### config.mk
export PLATFORM = sky130hd
export DESIGN_NAME = request_queue
export DESIGN_NICKNAME = d
export VERILOG_FILES = /design/src/rtl/request_queue.sv
export SDC_FILE = /design/constraint.sdc
export NUM_CORES = 2
export LEC_CHECK = 0
export ABC_AREA = 1
export CAP_MARGIN = 20
export CORE_ASPECT_RATIO = 1.25
export CORE_MARGIN = 1.5
export CORE_UTILIZATION = 55
export DETAILED_ROUTE_END_ITERATION = 8
export GPL_ROUTABILITY_DRIVEN = 0
export PLACE_DENSITY = 0.73
export SYNTH_ARGS = -nofsm -noshare
export SYNTH_HDL_FRONTEND = slang
export SYNTH_SLANG_ARGS = --single-unit
### constraint.sdc
create_clock -name clk -period 3.1 [get_ports clk]
set_input_delay 0.31 -clock clk [delete_from_list [all_inputs] [get_ports clk]]
set_output_delay 0.31 -clock clk [all_outputs]
set_load 0.03 [all_outputs]
### src/rtl/request_queue.sv
// Circular request FIFO between the trace parser and the DRAM command scheduler:
// show-ahead head entry with per-entry wait ages, occupancy and drop reporting.
package global_defs;
  localparam int ADDRESS_WIDTH = 32;
  typedef enum logic [1:0] {
    NOP     = 2'd0,
    READ    = 2'd1,
    WRITE   = 2'd2,
    REFRESH = 2'd3
  } parsed_op_t;
endpackage

module request_queue
  import global_defs::*;
#(
  parameter int QUEUE_DEPTH = 16,
  parameter int AGE_WIDTH   = 8
) (
  input  logic                             clk,
  input  logic                             rst_n,
  input  logic                             op_ready_s,
  input  parsed_op_t                       opcode,
  input  logic [ADDRESS_WIDTH-1:0]         address,
  output logic                             queue_full,
  output logic                             req_valid,
  output parsed_op_t                       req_op,
  output logic [ADDRESS_WIDTH-1:0]         req_address,
  output logic [AGE_WIDTH-1:0]             req_age,
  input  logic                             req_ready,
  output logic [$clog2(QUEUE_DEPTH+1)-1:0] occupancy,
  output logic [31:0]                      drop_count
);

  localparam int PTR_W = $clog2(QUEUE_DEPTH);
  localparam int OCC_W = $clog2(QUEUE_DEPTH + 1);
  localparam logic [OCC_W-1:0]     OCC_FULL = OCC_W'(QUEUE_DEPTH);
  localparam logic [AGE_WIDTH-1:0] AGE_MAX  = {AGE_WIDTH{1'b1}};
  localparam logic [31:0]          DROP_MAX = 32'hFFFF_FFFF;

  parsed_op_t                 op_q   [QUEUE_DEPTH];
  parsed_op_t                 op_d   [QUEUE_DEPTH];
  logic [ADDRESS_WIDTH-1:0]   addr_q [QUEUE_DEPTH];
  logic [ADDRESS_WIDTH-1:0]   addr_d [QUEUE_DEPTH];
  logic [AGE_WIDTH-1:0]       age_q  [QUEUE_DEPTH];
  logic [AGE_WIDTH-1:0]       age_d  [QUEUE_DEPTH];
  logic [PTR_W-1:0]           offs_s [QUEUE_DEPTH];
  logic [PTR_W-1:0]           head_q, head_d;
  logic [PTR_W-1:0]           tail_q, tail_d;
  logic [OCC_W-1:0]           occ_q, occ_d;
  logic [31:0]                drop_q, drop_d;

  logic valid_s;
  logic full_s;
  logic strobe_s;
  logic pop_s;
  logic push_s;
  logic drop_s;

  function automatic logic [AGE_WIDTH-1:0] age_inc(input logic [AGE_WIDTH-1:0] a);
    if (a == AGE_MAX) begin
      return a;
    end else begin
      return a + AGE_WIDTH'(1);
    end
  endfunction

  // Handshake decode from registered occupancy; a full queue accepts a push only alongside a pop.
  always_comb begin
    valid_s  = (occ_q != OCC_W'(0));
    full_s   = (occ_q == OCC_FULL);
    strobe_s = op_ready_s && (opcode != NOP);
    pop_s    = valid_s && req_ready;
    push_s   = strobe_s && (!full_s || pop_s);
    drop_s   = strobe_s && full_s && !pop_s;
  end

  // Show-ahead outputs driven from the registered head entry.
  always_comb begin
    queue_full  = full_s;
    req_valid   = valid_s;
    occupancy   = occ_q;
    drop_count  = drop_q;
    req_op      = NOP;
    req_address = '0;
    req_age     = '0;
    if (valid_s) begin
      req_op      = op_q[head_q];
      req_address = addr_q[head_q];
      req_age     = age_q[head_q];
    end else begin
      req_op      = NOP;
      req_address = '0;
      req_age     = '0;
    end
  end

  // Pointer, occupancy and drop counter next state.
  always_comb begin
    head_d = head_q;
    tail_d = tail_q;
    occ_d  = occ_q;
    drop_d = drop_q;
    if (pop_s) begin
      head_d = head_q + PTR_W'(1);
    end else begin
      head_d = head_q;
    end
    if (push_s) begin
      tail_d = tail_q + PTR_W'(1);
    end else begin
      tail_d = tail_q;
    end
    case ({push_s, pop_s})
      2'b10:   occ_d = occ_q + OCC_W'(1);
      2'b01:   occ_d = occ_q - OCC_W'(1);
      default: occ_d = occ_q;
    endcase
    if (drop_s && (drop_q != DROP_MAX)) begin
      drop_d = drop_q + 32'd1;
    end else begin
      drop_d = drop_q;
    end
  end

  // Entry storage: write at tail, otherwise age every slot within head..head+occupancy-1.
  always_comb begin
    for (int i = 0; i < QUEUE_DEPTH; i++) begin
      offs_s[i] = PTR_W'(i) - head_q;
      op_d[i]   = op_q[i];
      addr_d[i] = addr_q[i];
      age_d[i]  = age_q[i];
      if (push_s && (tail_q == PTR_W'(i))) begin
        op_d[i]   = opcode;
        addr_d[i] = address;
        age_d[i]  = '0;
      end else if ({1'b0, offs_s[i]} < occ_q) begin
        age_d[i]  = age_inc(age_q[i]);
      end else begin
        age_d[i]  = age_q[i];
      end
    end
  end

  // State registers with asynchronous clear.
  always_ff @(posedge clk or negedge rst_n) begin
    if (!rst_n) begin
      head_q <= '0;
      tail_q <= '0;
      occ_q  <= '0;
      drop_q <= '0;
      for (int i = 0; i < QUEUE_DEPTH; i++) begin
        op_q[i]   <= NOP;
        addr_q[i] <= '0;
        age_q[i]  <= '0;
      end
    end else begin
      head_q <= head_d;
      tail_q <= tail_d;
      occ_q  <= occ_d;
      drop_q <= drop_d;
      for (int i = 0; i < QUEUE_DEPTH; i++) begin
        op_q[i]   <= op_d[i];
        addr_q[i] <= addr_d[i];
        age_q[i]  <= age_d[i];
      end
    end
  end

endmodule

==> reports/results.md <==
| Stage | Result | This run |
|---|---|---|
| status | Status | finished, final reports clean |
| power and ir drop | Design Power | 48,800 µW |
| critical path | Endpoint required time on the critical path | 2.79 ns |
| routing | Vias per cell | 5.74 |
| die | I/O pins | 119 |
| yosys | Fraction of registers with async set/reset | 100% |
| critical path | Worst setup SP type | flop |
| yosys | Post-synth top cells | sky130_fd_sc_hd__nand2_1 (1,325), sky130_fd_sc_hd__o21ai_0 (943), sky130_fd_sc_hd__dfrtp_1 (717) |
| power and ir drop | PwrDens | 1160 nW/µm² |
| layout | Ratio of cells with drive above 1 in the final layout | 6.05% |
| routing | Total wire length | 107,000 µm |
| global routing | Number of antenna violations at the first check in global routing | 1 |
| yosys | Post-synth top area share | 48.5% |
| critical path | Logic depth of the worst register-to-register path | 13 |
| yosys | Number of register bits inferred by synthesis | 717 |
| sta | Slew at the pin closest to its max-slew limit | 0.980 ns |
| critical path | Data arrival time at the worst-slack endpoint | 2.79 ns |
| die | Initial Utilization | 55.4% |
| routing | Post-route ant nets | 0 |
| die | Die Y-Extent | 293 µm |
| critical path | Critical path fanouts, max | 45 |
| clock network | CTS buffer count | 74 |
| clock network | Count of clock tree sinks | 717 |
| die | Core ar. | 66,700 µm² |
| yosys | Number of warnings printed during yosys synthesis | 0 |
| clock network | Number of H-tree branching levels | 3 |
| global routing | Vias in the first global route | 31,400 |
| layout | Number of nets in the finished design | 4,967 |
| routing | Post-route DRC violation count | 0 |
| routing | Via total after detailed routing | 33,200 |
| yosys | Post-synth design cell area | 37,000 µm² |
| die | Number of standard-cell rows in the floorplan | 106 |
| sta | Worst hold slack | 0.215 ns |
| layout | Finished Cell Area | 42,100 µm² |
| clock network | Clock tree from TritonCTS | yes |
| global routing | Pin count of the biggest net entering global routing | 107 |
| routing | Number of optimization iterations in the first detailed-route pass | 6 |
| sta | Setup WS post-layout | 0.00365 ns |
| placed design | Post-DP Area | 39,300 µm² |
| critical path | Launch point of the critical path | head_q[1] |
| die | Area enclosed by the die boundary | 68,800 µm² |
| yosys | Nets in the synthesized netlist | 4,995 |
| clock network | Bufs on Longest Clock Path | 3 |
| global routing | Final global-route overflow total | 0 |
| critical path | Setup crit end kind | output port |
| clock network | Root Buffer Master | sky130_fd_sc_hd__clkbuf_16 |
| yosys | Dominant cell type by area after synthesis | sky130_fd_sc_hd__dfrtp_1 |
| yosys | Synthesized instance count | 4,896 |
| routing | First-iteration detailed-routing DRC count | 2,907 |
| yosys | Leading cell types by total area after synthesis | sky130_fd_sc_hd__dfrtp_1 (49%), sky130_fd_sc_hd__nand2_1 (13%), sky130_fd_sc_hd__o21ai_0 (13%), sky130_fd_sc_hd__nor2_1 (7.1%), sky130_fd_sc_hd__nand3_1 (4.1%) |
| yosys | Most common cell in the netlist | sky130_fd_sc_hd__nand2_1 |
| sta | RSZ-0062 raised after global routing | true |
| sta | Fin Clk Skew | 0.0212 ns |
| yosys | Count of cell types in the netlist | 32 |
| placed design | Buffers on Ports | 118 |
| global routing | Wire length of the first global-routing pass | 172,000 µm |
| sta | Final Hold Viols | 0 |
| global routing | Overall routing resource usage | 31.1% |
| yosys | Portion of the post-synthesis area used by sequential elements | 48.5% |
| critical path | Crit Reg-Reg Startpoint | head_q[1] |
| sta | Setup violations, final | 0 |
| sta | Maximum clock rate | 0.323 GHz |
| critical path | Slack of the worst reg-to-reg path | 0.32 ns |
| layout | Syn-to-layout area delta | 13.8% |
| power and ir drop | Max IR drop VDD | 1.17 mV |
| yosys | Mean post-synth cell area | 7.55 µm² |
| critical path | Critical path type | flop to output port |
| clock network | Clock latency of the later-clocked register in the worst-skew pair | 0.64 ns |
| flow run | Max-capacitance violation count | 0 |
| sta | Number of slew-limit violations in the final report | 0 |
| clock network | Clock slew at reported path FFs | 0.06 ns |
| worst hold path | Hold Crit Class | input port to asynchronous set/reset pin |
| sta | Post-route clock period utilization | 99.9% |
| routing | Routed wirelength normalized by instance count | 18.4 µm |
| layout | Layout fillers | 5,844 |
| sta | Worst max-slew margin expressed relative to the limit | 34.7% |
| placed design | Detailed placement HPWL | 64,700 µm |
| yosys | Post-synth EDFFs | 0 |
| die | Chip Width | 235 µm |
| placed design | Post-Place Setup Slack | 0.0706 ns |
| power and ir drop | P_leak | 0.0207 µW |
| sta | Post-route setup TNS | 0 ns |
| sta | Crit path time final | 3.10 ns |
| yosys | Top_reg_cell synth | sky130_fd_sc_hd__dfrtp_1 |
| critical path | Critical register-to-register path endpoint | age_q[108] |
==> per-layer routing <==
| layer | GRT usage (%) | part of all wire [%] | up-vias |
|---|---|---|---|
| met5 | 0 | 0 | - |
| met4 | 11.7 | 3.3 | 0 |
| met2 | 52.6 | 48 | 1149 |
| li1 | - | - | 15800 |
| met1 | 41.2 | 42 | 16100 |
| met3 | 3.94 | 6.5 | 219 |
==> state kept, by name, summed over array words and instances, names as in the netlist <==
| register | cells |
|---|---|
| head_q | 4 |
| occupancy | 5 |
| age_q | 128 |
| drop_count | 32 |
| op_q | 32 |
| addr_q | 512 |
| tail_q | 4 |
==> per-stage QoR <==
stage | instances | utilization (%)
2_1_floorplan | 4896 | -
3_3_place_gp | 5648 | 59.0
3_5_place_dp | 5648 | 59.0
4_1_cts | 5780 | 62.8
5_1_grt | 5787 | 63.1
6_report | 5787 | 63.1
==> cells by family (layout without fill, tap and decap cells) <==
group / after synthesis / count (layout) / synth area share [%]
adders and majority gates: 61 / 61 / 2.09
other: 0 / 1 / 0
xor gates and xnor gates: 120 / 120 / 2.84
buffers and inverters: 531 / 557 / 5.97
DFF: 717 / 717 / 48.5
AOI/OAI and AO/OA: 1063 / 1063 / 14.6
and+or+nand+nor: 2404 / 2404 / 26.0
==> layout by cell type, fill, tap and decap left out, types with 6 or more instances in the layout <==
cell,count
sky130_fd_sc_hd__dfrtp_1,714
sky130_fd_sc_hd__clkbuf_8,21
sky130_fd_sc_hd__nand3b_1,14
sky130_fd_sc_hd__clkbuf_16,76
sky130_fd_sc_hd__clkbuf_1,20
sky130_fd_sc_hd__ha_1,60
sky130_fd_sc_hd__inv_1,204
sky130_fd_sc_hd__o21ai_0,941
sky130_fd_sc_hd__nor3_1,12
sky130_fd_sc_hd__a21boi_0,6
sky130_fd_sc_hd__xnor2_1,23
sky130_fd_sc_hd__buf_12,62
sky130_fd_sc_hd__nand3_1,304
sky130_fd_sc_hd__clkinv_2,7
sky130_fd_sc_hd__buf_16,7
sky130_fd_sc_hd__xor2_1,97
sky130_fd_sc_hd__clkdlybuf4s50_1,75
sky130_fd_sc_hd__a21o_1,6
sky130_fd_sc_hd__nor2_1,683
sky130_fd_sc_hd__o21ai_1,51
sky130_fd_sc_hd__nor2_2,13
sky130_fd_sc_hd__nand4_1,41
sky130_fd_sc_hd__nand2_1,1310
sky130_fd_sc_hd__a21oi_1,44
sky130_fd_sc_hd__nand2_4,14
sky130_fd_sc_hd__buf_4,62
sky130_fd_sc_hd__o211ai_1,10
==> power by group <==
part / switching, µW / leakage (µW) / total (µW) / internal (µW)
clock: 3870 / 0.00120 / 9010 / 5150
combinational: 15600 / 0.0102 / 24300 / 8660
sequential: 2420 / 0.00928 / 15500 / 13100
total: 21900 / 0.0207 / 48800 / 26900
==> worst max path at each step <==
stage,to,depth (start not counted)
floorplan,age_q[120],14
global placement,req_age[1],9
detailed placement,req_age[1],9
CTS,req_age[1],9
global route,req_address[31],8
finish,req_age[1],9
==> critical path: stages, from the launching register on <==
cell	delay, ns
sky130_fd_sc_hd__dfrtp_4	0.56
sky130_fd_sc_hd__inv_2	0.17
sky130_fd_sc_hd__buf_12	0.28
sky130_fd_sc_hd__o21ai_0	0.19
sky130_fd_sc_hd__o21ai_2	0.29
sky130_fd_sc_hd__nand2_1	0.10
sky130_fd_sc_hd__nand2_1	0.08
sky130_fd_sc_hd__nor2_1	0.04
sky130_fd_sc_hd__nor2_1	0.18
sky130_fd_sc_hd__buf_4	0.20
==> cell type report <==
class | count | area, µm² | area share (%)
multi-input cells | 3648 | 17000 | 40.4
repair buffers | 216 | 2780 | 6.61
flip-flops and latches | 717 | 18000 | 42.7
diodes | 1 | 2.50 | 0.00595
well taps | 864 | 1080 | 2.57
clock buffers | 115 | 2230 | 5.29
clock inverters | 15 | 216 | 0.514
inverters | 211 | 811 | 1.93
==> timing repair <==
item / CTS / global route
buffers inserted: 0 / 5
setup endpoints to repair: 37 / 38
hold buffers: 1 / 0
hold endpoints to repair: 40 / 0
cloned: 1 / 1
pin swaps: 0 / 0
resized for setup: 22 / 27
Note: power is estimated with default switching activity, not from simulation.
